--- config.mk ---
export PLATFORM = sky130hd
export DESIGN_NAME = axis_result_capture
export DESIGN_NICKNAME = d
export VERILOG_FILES = /design/src/rtl/axis_test_pkg.sv /design/src/rtl/axis_result_capture_ram.sv /design/src/rtl/axis_result_capture.sv
export SDC_FILE = /design/constraint.sdc
export NUM_CORES = 1
export LEC_CHECK = 0
export CAP_MARGIN = 40
export CORE_MARGIN = 3
export CORE_UTILIZATION = 40
export DETAILED_ROUTE_END_ITERATION = 12
export GPL_TIMING_DRIVEN = 0
export SYNTH_ARGS = -nofsm -noshare
export SYNTH_HDL_FRONTEND = slang
export SYNTH_HIERARCHICAL = 1
export SYNTH_SLANG_ARGS = --single-unit
--- constraint.sdc ---
create_clock -name clock -period 4.61 [get_ports clock]
set_input_delay 0.922 -clock clock [delete_from_list [all_inputs] [get_ports clock]]
set_output_delay 0.922 -clock clock [all_outputs]
set_load 0.05 [all_outputs]
--- src/rtl/axis_test_pkg.sv ---
// Shared types and sizing for the AXI-Stream result-capture test loop.
// State encoding, default widths and a saturating counter helper.
package axis_test_pkg;

   localparam int AXIS_DATA_W   = 32;
   localparam int CAPTURE_DEPTH = 16;

   typedef enum logic [1:0] {
      IDLE = 2'd0,
      CAPT = 2'd1,
      DONE = 2'd2
   } cap_state_e;

   // Cycle counters stick at all-ones rather than wrapping back to a small value.
   function automatic logic [31:0] sat_inc32(input logic [31:0] v);
      return (v == 32'hFFFF_FFFF) ? v : v + 32'd1;
   endfunction

endpackage

--- src/rtl/axis_result_capture_ram.sv ---
// Capture buffer: one write port, one read port with a registered read.
// Contents are not reset; only the read register clears so readback starts at 0.
module capture_ram #(
   parameter int WIDTH = 45,
   parameter int DEPTH = 16,
   parameter int AW    = $clog2(DEPTH)
) (
   input  logic             clock,
   input  logic             reset_n,
   input  logic             wr_en_i,
   input  logic [AW-1:0]    wr_addr_i,
   input  logic [WIDTH-1:0] wr_data_i,
   input  logic [AW-1:0]    rd_addr_i,
   output logic [WIDTH-1:0] rd_data_o
);

   logic [WIDTH-1:0] mem_q [DEPTH];
   logic [WIDTH-1:0] rd_word_q;

   always_ff @(posedge clock) begin
      if (wr_en_i) begin
         mem_q[wr_addr_i] <= wr_data_i;
      end
   end

   always_ff @(posedge clock or negedge reset_n) begin
      if (!reset_n) begin
         rd_word_q <= '0;
      end else begin
         rd_word_q <= mem_q[rd_addr_i];
      end
   end

   assign rd_data_o = rd_word_q;

endmodule

--- src/rtl/axis_result_capture.sv ---
// AXI-Stream sink that captures one packet after an arm edge and measures
// the latency from the arm edge to the first accepted beat, for VIO readback.
module axis_result_capture
   import axis_test_pkg::*;
#(
   parameter int DATA_W       = AXIS_DATA_W,
   parameter int DEPTH        = CAPTURE_DEPTH,
   parameter bit BACKPRESSURE = 1'b0
) (
   input  logic                     clock,
   input  logic                     reset_n,
   input  logic [DATA_W-1:0]        s_tdata,
   input  logic                     s_tvalid,
   output logic                     s_tready,
   input  logic                     s_tlast,
   input  logic [DATA_W/8-1:0]      s_tkeep,
   input  logic                     s_tuser,
   input  logic                     arm,
   input  logic [$clog2(DEPTH)-1:0] rd_addr,
   output logic [DATA_W-1:0]        rd_data,
   output logic [DATA_W/8:0]        rd_meta,
   output logic [$clog2(DEPTH):0]   beat_count,
   output logic [31:0]              first_cycles,
   output logic                     busy,
   output logic                     done,
   output logic                     overflow
);

   localparam int AW     = $clog2(DEPTH);
   localparam int KW     = DATA_W / 8;
   localparam int WORD_W = DATA_W + KW + 1;
   localparam logic [AW:0] DEPTH_C = (AW + 1)'(DEPTH);
   localparam logic [AW:0] ONE_C   = (AW + 1)'(1);

   cap_state_e        state_q, state_d;
   logic              arm_q;
   logic              live_q;
   logic [AW:0]       count_q, count_d;
   logic [31:0]       first_q, first_d;
   logic              seen_q, seen_d;
   logic              ovf_q, ovf_d;

   logic              arm_edge;
   logic              accept;
   logic              buf_full;
   logic              wr_en;
   logic [WORD_W-1:0] wr_word;
   logic [WORD_W-1:0] rd_word;

   assign arm_edge = arm & ~arm_q;
   assign buf_full = (count_q == DEPTH_C);
   assign accept   = s_tvalid & s_tready;
   assign wr_word  = {s_tuser, s_tkeep, s_tdata};

   // live_q keeps ready low while in reset; it rises on the first edge after release.
   generate
      if (BACKPRESSURE) begin : g_bp
         assign s_tready = live_q && (state_q == CAPT) && !buf_full;
      end else begin : g_nobp
         assign s_tready = live_q;
      end
   endgenerate

   always_ff @(posedge clock or negedge reset_n) begin
      if (!reset_n) begin
         state_q <= IDLE;
         arm_q   <= 1'b0;
         live_q  <= 1'b0;
         count_q <= '0;
         first_q <= '0;
         seen_q  <= 1'b0;
         ovf_q   <= 1'b0;
      end else begin
         state_q <= state_d;
         arm_q   <= arm;
         live_q  <= 1'b1;
         count_q <= count_d;
         first_q <= first_d;
         seen_q  <= seen_d;
         ovf_q   <= ovf_d;
      end
   end

   always_comb begin
      state_d = state_q;
      count_d = count_q;
      first_d = first_q;
      seen_d  = seen_q;
      ovf_d   = ovf_q;
      wr_en   = 1'b0;

      // An arm edge restarts from any state; a beat in that same cycle is ignored.
      if (arm_edge) begin
         state_d = CAPT;
         count_d = '0;
         first_d = '0;
         seen_d  = 1'b0;
         ovf_d   = 1'b0;
      end else if (state_q == CAPT) begin
         if (!seen_q) begin
            first_d = sat_inc32(first_q);
         end
         if (accept) begin
            seen_d = 1'b1;
            if (!buf_full) begin
               wr_en   = 1'b1;
               count_d = count_q + ONE_C;
            end else begin
               ovf_d = 1'b1;
            end
            if (s_tlast) begin
               state_d = DONE;
            end
         end
      end
   end

   capture_ram #(
      .WIDTH (WORD_W),
      .DEPTH (DEPTH),
      .AW    (AW)
   ) u_ram (
      .clock     (clock),
      .reset_n   (reset_n),
      .wr_en_i   (wr_en),
      .wr_addr_i (count_q[AW-1:0]),
      .wr_data_i (wr_word),
      .rd_addr_i (rd_addr),
      .rd_data_o (rd_word)
   );

   assign rd_data      = rd_word[DATA_W-1:0];
   assign rd_meta      = rd_word[WORD_W-1:DATA_W];
   assign beat_count   = count_q;
   assign first_cycles = first_q;
   assign busy         = (state_q == CAPT);
   assign done         = (state_q == DONE);
   assign overflow     = ovf_q;

endmodule

-- Yosys cells after proc, flatten, opt, wreduce, memory -nomap -nowiden
Memory sizes are Yosys's and may differ from the RTL's. A register that Yosys moved wholly into a read port is not among the register bits.
Cells that the tools add are included.
- flip-flop bits (word level): 43
- bits in writable memories: 592
- memories kept: 1
- add/subtract/negate cells: 2
- equality and inequality tests: 7
- muxes and demuxes: 25
- bitwise logic cells: 3
- reductions and logical operators: 10
- memory list (name ; depth ; width ; rd ports ; clocked after Yosys merged registers in ; wr ports ; RTL line ; RTL):
    u_ram.mem_q ; 16 ; 37 ; 1 ; 1 ; 1 ; axis_result_capture_ram.sv:17 ; logic [WIDTH-1:0] mem_q [DEPTH];
- operator list (cell ; count):
    two-way mux 32 bit ; 4
    adder 32 x 1 -> 32 bit (second input constant) ; 1
    equality test 32 bit (second input constant) ; 1
    two-way mux 5 bit ; 4
    two-way mux 1 bit ; 13
    AND reduction 3 bit ; 4
    two-way mux 2 bit ; 4
    nonzero test 2 bit ; 4
    adder 5 x 1 -> 5 bit (second input constant) ; 1
    equality test 5 bit (second input constant) ; 1
    != test 2 bit (second input constant) ; 2
    bitwise AND 1 bit ; 2
    equality test 2 x 1 -> 1 bit (second input constant) ; 1
    equality test 2 bit (second input constant) ; 1
    != test 2 x 1 -> 1 bit (second input constant) ; 1
    AND reduction 2 bit ; 1
    zero test 1 bit ; 1
    NOT 1 bit ; 1

-- Longest topological paths before layout
- depth in word-level cells: 7
- depth in mapped cells: 8

-- By module
The synthesis kept the hierarchy.
- by module, submodules not included (module ; times used ; cells an instance ; area an instance (µm²) ; seq. area each (µm²)):
    capture_ram ; 1 ; 963 ; 23127.2 ; 18702.9
    axis_result_capture ; 1 ; 259 ; 2401.1 ; 1076.0

-- Worst setup path after synthesis
OpenSTA, ideal clock, no wires.
- path kind: input-to-reg
- start point: input port s_tvalid
- end point: memory u_ram/mem_q[0][0] (netlist name) (enable)
- setup time: 477 ps
- data arrival time: 4832 ps
- data required time: 4133 ps
- slack: -699 ps
- cell stages on the path: 6
- path buffers: 1
- cell sequence: and4b_1 -> clkbuf_1 -> nor2b_1 -> and2_1 -> or3b_2 -> nor3_1
- cells in the longest elaborated chain, start to end: 6
- RTL lines (what ; RTL line ; RTL):
    from (decl) ; axis_result_capture.sv:13 ; input logic s_tvalid,
    bitwise AND 1 bit ; axis_result_capture.sv:52 ; assign accept = s_tvalid & s_tready;
    two-way mux 1 bit ; axis_result_capture.sv:103 ; if (accept) begin
    two-way mux 1 bit ; axis_result_capture.sv:99 ; end else if (state_q == CAPT) begin
    two-way mux 1 bit ; axis_result_capture.sv:93 ; if (arm_edge) begin
    net wr_en ; axis_result_capture.sv:46 ; logic wr_en;
    two-way mux 1 bit ; axis_result_capture_ram.sv:21 ; if (wr_en_i) begin
    two-way mux 1 bit (not written as such) ; axis_result_capture_ram.sv:22 ; mem_q[wr_addr_i] <= wr_data_i;
    to (decl) ; axis_result_capture_ram.sv:17 ;
The timed path passes the listed nets, and every way through them passes these cells.

-- Final worst setup path
- start point: register count_q[0], in the netlist beat_count[0]
- end point: memory u_ram/mem_q[4][10] (netlist name) (enable)
- cells in the longest elaborated chain, start to end: 7
- RTL lines (what ; RTL line ; RTL):
    from (decl) ; axis_result_capture.sv:38 ; logic [AW:0] count_q, count_d;
    from (signal assigned) ; axis_result_capture.sv:77 ; count_q <= count_d;
    equality test 5 bit ; axis_result_capture.sv:51 ; assign buf_full = (count_q == DEPTH_C);
    two-way mux 1 bit ; axis_result_capture.sv:105 ; if (!buf_full) begin
    two-way mux 1 bit ; axis_result_capture.sv:103 ;
    two-way mux 1 bit ; axis_result_capture.sv:99 ;
    two-way mux 1 bit ; axis_result_capture.sv:93 ;
    net wr_en ; axis_result_capture.sv:46 ;
    two-way mux 1 bit ; axis_result_capture_ram.sv:21 ;
    two-way mux 1 bit (not written as such) ; axis_result_capture_ram.sv:22 ;
The timed path passes the listed nets, and every way through them passes these cells.

==> results.py <==
metrics = {
    "run_status": {
        "status": "finished, final reports clean",
    },
    "critical_path": {
        "cp_num_buf_inv": 3,
        "cp.arrival_ns": 4.12,
        "required_ns": 4.93,
        "critical-path-top-delay-family": "simple AND/OR/NAND/NOR gates",
        "critPathCaptureType": "register",
        "cpPeakStageDelay_ns": 0.83,
        "cp_slowest_cell": "dfrtp_1",
        "crit_type": "register to register",
        "path_max_fanout": 12,
        "cp_cell_sequence": "inv_1 -> ha_1 -> nor4bb_1 -> nor2b_1 -> and2_1 -> nand3b_1 -> nor3_4 -> buf_8 -> buf_16",
        "cp-start-kind": "register",
    },
    "synth": {
        "synthesis.area_um2": 25500,
        "yosysUniqueCellTypes": 51,
        "synth_compound_area_frac": 0.0368,
        "synth-seq-cells": 672,
        "postSynthAreaPerCell_um2": 20.9,
        "netlist_instances": 1222,
        "synth_xor_area_frac": 0.00274,
        "synth-simple-area-share": 0.0395,
        "synth_edf_count": 592,
        "synth_adder_area_share": 0.00147,
        "ys_seq_area_frac": 0.775,
        "synth_fp_nets": 1271,
        "synth_top_family_by_area": "multiplexers",
        "synth_ff_type": "edfxtp_1",
        "synth_warnings": 6,
        "synth.mux.area_fraction": 0.131,
        "synthArstFlopShare": 0.119,
    },
    "sta": {
        "relSlewSlack": 0.421,
        "fmax_ghz": 0.263,
        "setup_viol": 0,
        "tightest_slew_ns": 0.866,
        "hold_violations": 0,
        "fin_tns_setup_ns": 0,
        "rsz0062_at_grt": "false",
        "drv_slew": 0,
        "fin_skew_ns": 0.0190,
        "timing.final.crit_period_ns": 3.80,
        "fin_crit_sh": 0.824,
    },
    "layout": {
        "final_nets": 1503,
        "fin_cells": 2352,
        "syn_to_final_growth_pct": 21.2,
        "drive_gt1_frac": 0.222,
        "stdcell_area_um2": 31000,
    },
    "global_routing": {
        "grt_pass1_wl_um": 88400,
        "grt_pass1_vias": 13400,
        "antenna_found_initial": 3,
        "grtUsageTotal": 0.180,
        "grt_overflow_total": 0,
        "grt_max_degree": 43,
    },
    "route": {
        "wl_per_cell_um": 25.0,
        "wirelength_um": 58800,
        "vias": 13100,
        "drt_iter0_markers": 1281,
        "dr.pass1.iters": 5,
        "viasPerCell": 5.55,
        "drtAntennaViolNets": 0,
        "drc_errors": 0,
    },
    "placed_design": {
        "gp_congestion": 0.846,
        "port_buffers": 121,
        "place_inst": 2216,
        "dpl.hpwl_um": 37300,
        "place_area_um2": 28700,
    },
    "power": {
        "p_leak_nw": 9.99,
        "power_density_nw_per_um2": 427,
        "power.total_mw": 13.2,
        "ir_drop_v": 0.000288,
    },
    "cts": {
        "root_buffer": "clkbuf_16",
        "post_cts_buffers": 0,
        "cts_sinks": 672,
        "h-tree-depth": 3,
        "cts.clk_slew.worst_paths_ns": 0.06,
        "postCtsHoldBufs": 0,
        "cts_buffers": 73,
        "post_cts_resized": 0,
        "insertion_delay_ns": 0.61,
        "cts_tree": "done",
        "cts_buffer_depth": 3,
    },
    "worst_hold_path": {
        "hold_class": "input pin to async pin",
    },
    "floorplan": {
        "die_w_um": 259,
        "initial_core_util": 0.409,
        "core_um2": 62400,
        "die_area_um2": 66900,
        "die_h_um": 259,
        "io_pins": 124,
        "row_count": 91,
    },
    "flow_run": {
        "maxCapViolCount": 0,
    },
}
==> per-stage QoR <==
stage | hold WS (ns) | setup slack, ns | util
final | 0.336 | 0.811 | 0.496
after floorplan | 0.484 | 0.307 | -
after global placement | 0.482 | -2.38 | 0.446
after detailed placement | 0.493 | 0.244 | 0.460
after CTS | 0.334 | 0.784 | 0.496
after global routing | 0.375 | 0.583 | 0.496
==> layout by cell type (no fill, tap or decap), types with 19 or more instances in the layout <==
cell type / count
nand4_1: 19
dfrtp_1: 80
mux4_2: 148
clkbuf_1: 50
clkdlybuf4s50_1: 120
a21oi_1: 27
edfxtp_1: 592
clkbuf_16: 75
nand2_1: 59
a22oi_1: 74
==> synth_stat cells (7+ instances only) <==
master      n  area (um2)
a21oi_1    27         135
a22oi_1    74         556
buf_1      15        56.3
buf_4       8        60.1
buf_6       7        78.8
clkbuf_1   23        86.3
dfrtp_1    80        2000
edfxtp_1  592       17800
mux4_2    148        3330
nand2_1    59         221
nand3_1    11        55.1
nand4_1    19         119
nor2_1     30         113
nor2b_1     7        43.8
o21ai_0    16        80.1
o31ai_1     7        52.6
or3_1      13        81.3
or4_1      11        82.6
==> kinds of logic (layout without fill, tap and decap cells) <==
kind of cell | after synthesis | count (layout)
flip-flops | 672 | 672
adder cells (fa/ha/maj) | 3 | 3
buffers and inverters | 67 | 359
multiplexers | 149 | 149
XOR/XNOR | 8 | 8
other | 1 | 2
AND/OR/NAND/NOR | 188 | 188
AO/OA/AOI/OAI | 134 | 134
==> report_power, final <==
group,total (mW),internal [mW],leakage [nW],switching [mW]
Clock,5.44,3.11,1.09,2.33
Sequential,6.81,6.73,6.36,0.0799
Combinational,0.958,0.347,2.54,0.611
==> metal layers <==
metal	share of wire	vias to the layer above	track usage
li1	-	5580	-
met1	0.43	6899	0.257
met2	0.47	489	0.281
met3	0.071	88	0.0391
met4	0.020	4	0.0473
met5	0.00051	-	0
==> worst paths after layout <==
path | from | to | slack [ns] | depth (start not counted)
max | beat_count[0]$_DFFE_PN0P_ | u_ram/mem_q[4][10]$_DFFE_PP_ | 0.81 | 9
min reg2reg | overflow$_DFFE_PN0P_ | overflow$_DFFE_PN0P_ | 0.51 | 2
max reg2reg | beat_count[0]$_DFFE_PN0P_ | u_ram/mem_q[4][10]$_DFFE_PP_ | 0.81 | 9
min in group clock | overflow$_DFFE_PN0P_ | overflow$_DFFE_PN0P_ | 0.51 | 2
max in group asynchronous | reset_n | u_ram/rd_data_o[12]$_DFF_PN0_ | 3.60 | 2
min | reset_n | u_ram/rd_data_o[0]$_DFF_PN0_ | 0.34 | 1
==> registers in the layout, indices dropped and copies added, names as in the netlist <==
signal           count
first_cycles        32
beat_count           5
u_ram/mem_q        592
seen_q               1
arm_q                1
s_tready             1
u_ram/rd_data_o     37
overflow             1
state_q              2
==> final cells by class <==
type | count | area, um2
Fill cell | 5090 | 31400
Buffer | 61 | 325
Multi-Input combinational cell | 483 | 5540
Clock buffer | 107 | 2050
Clock inverter | 28 | 204
Antenna cell | 1 | 2.50
Inverter | 6 | 22.5
Timing Repair Buffer | 157 | 1990
Sequential cell | 672 | 19800
Tap cell | 837 | 1050
(Power assumes the default switching activity.)
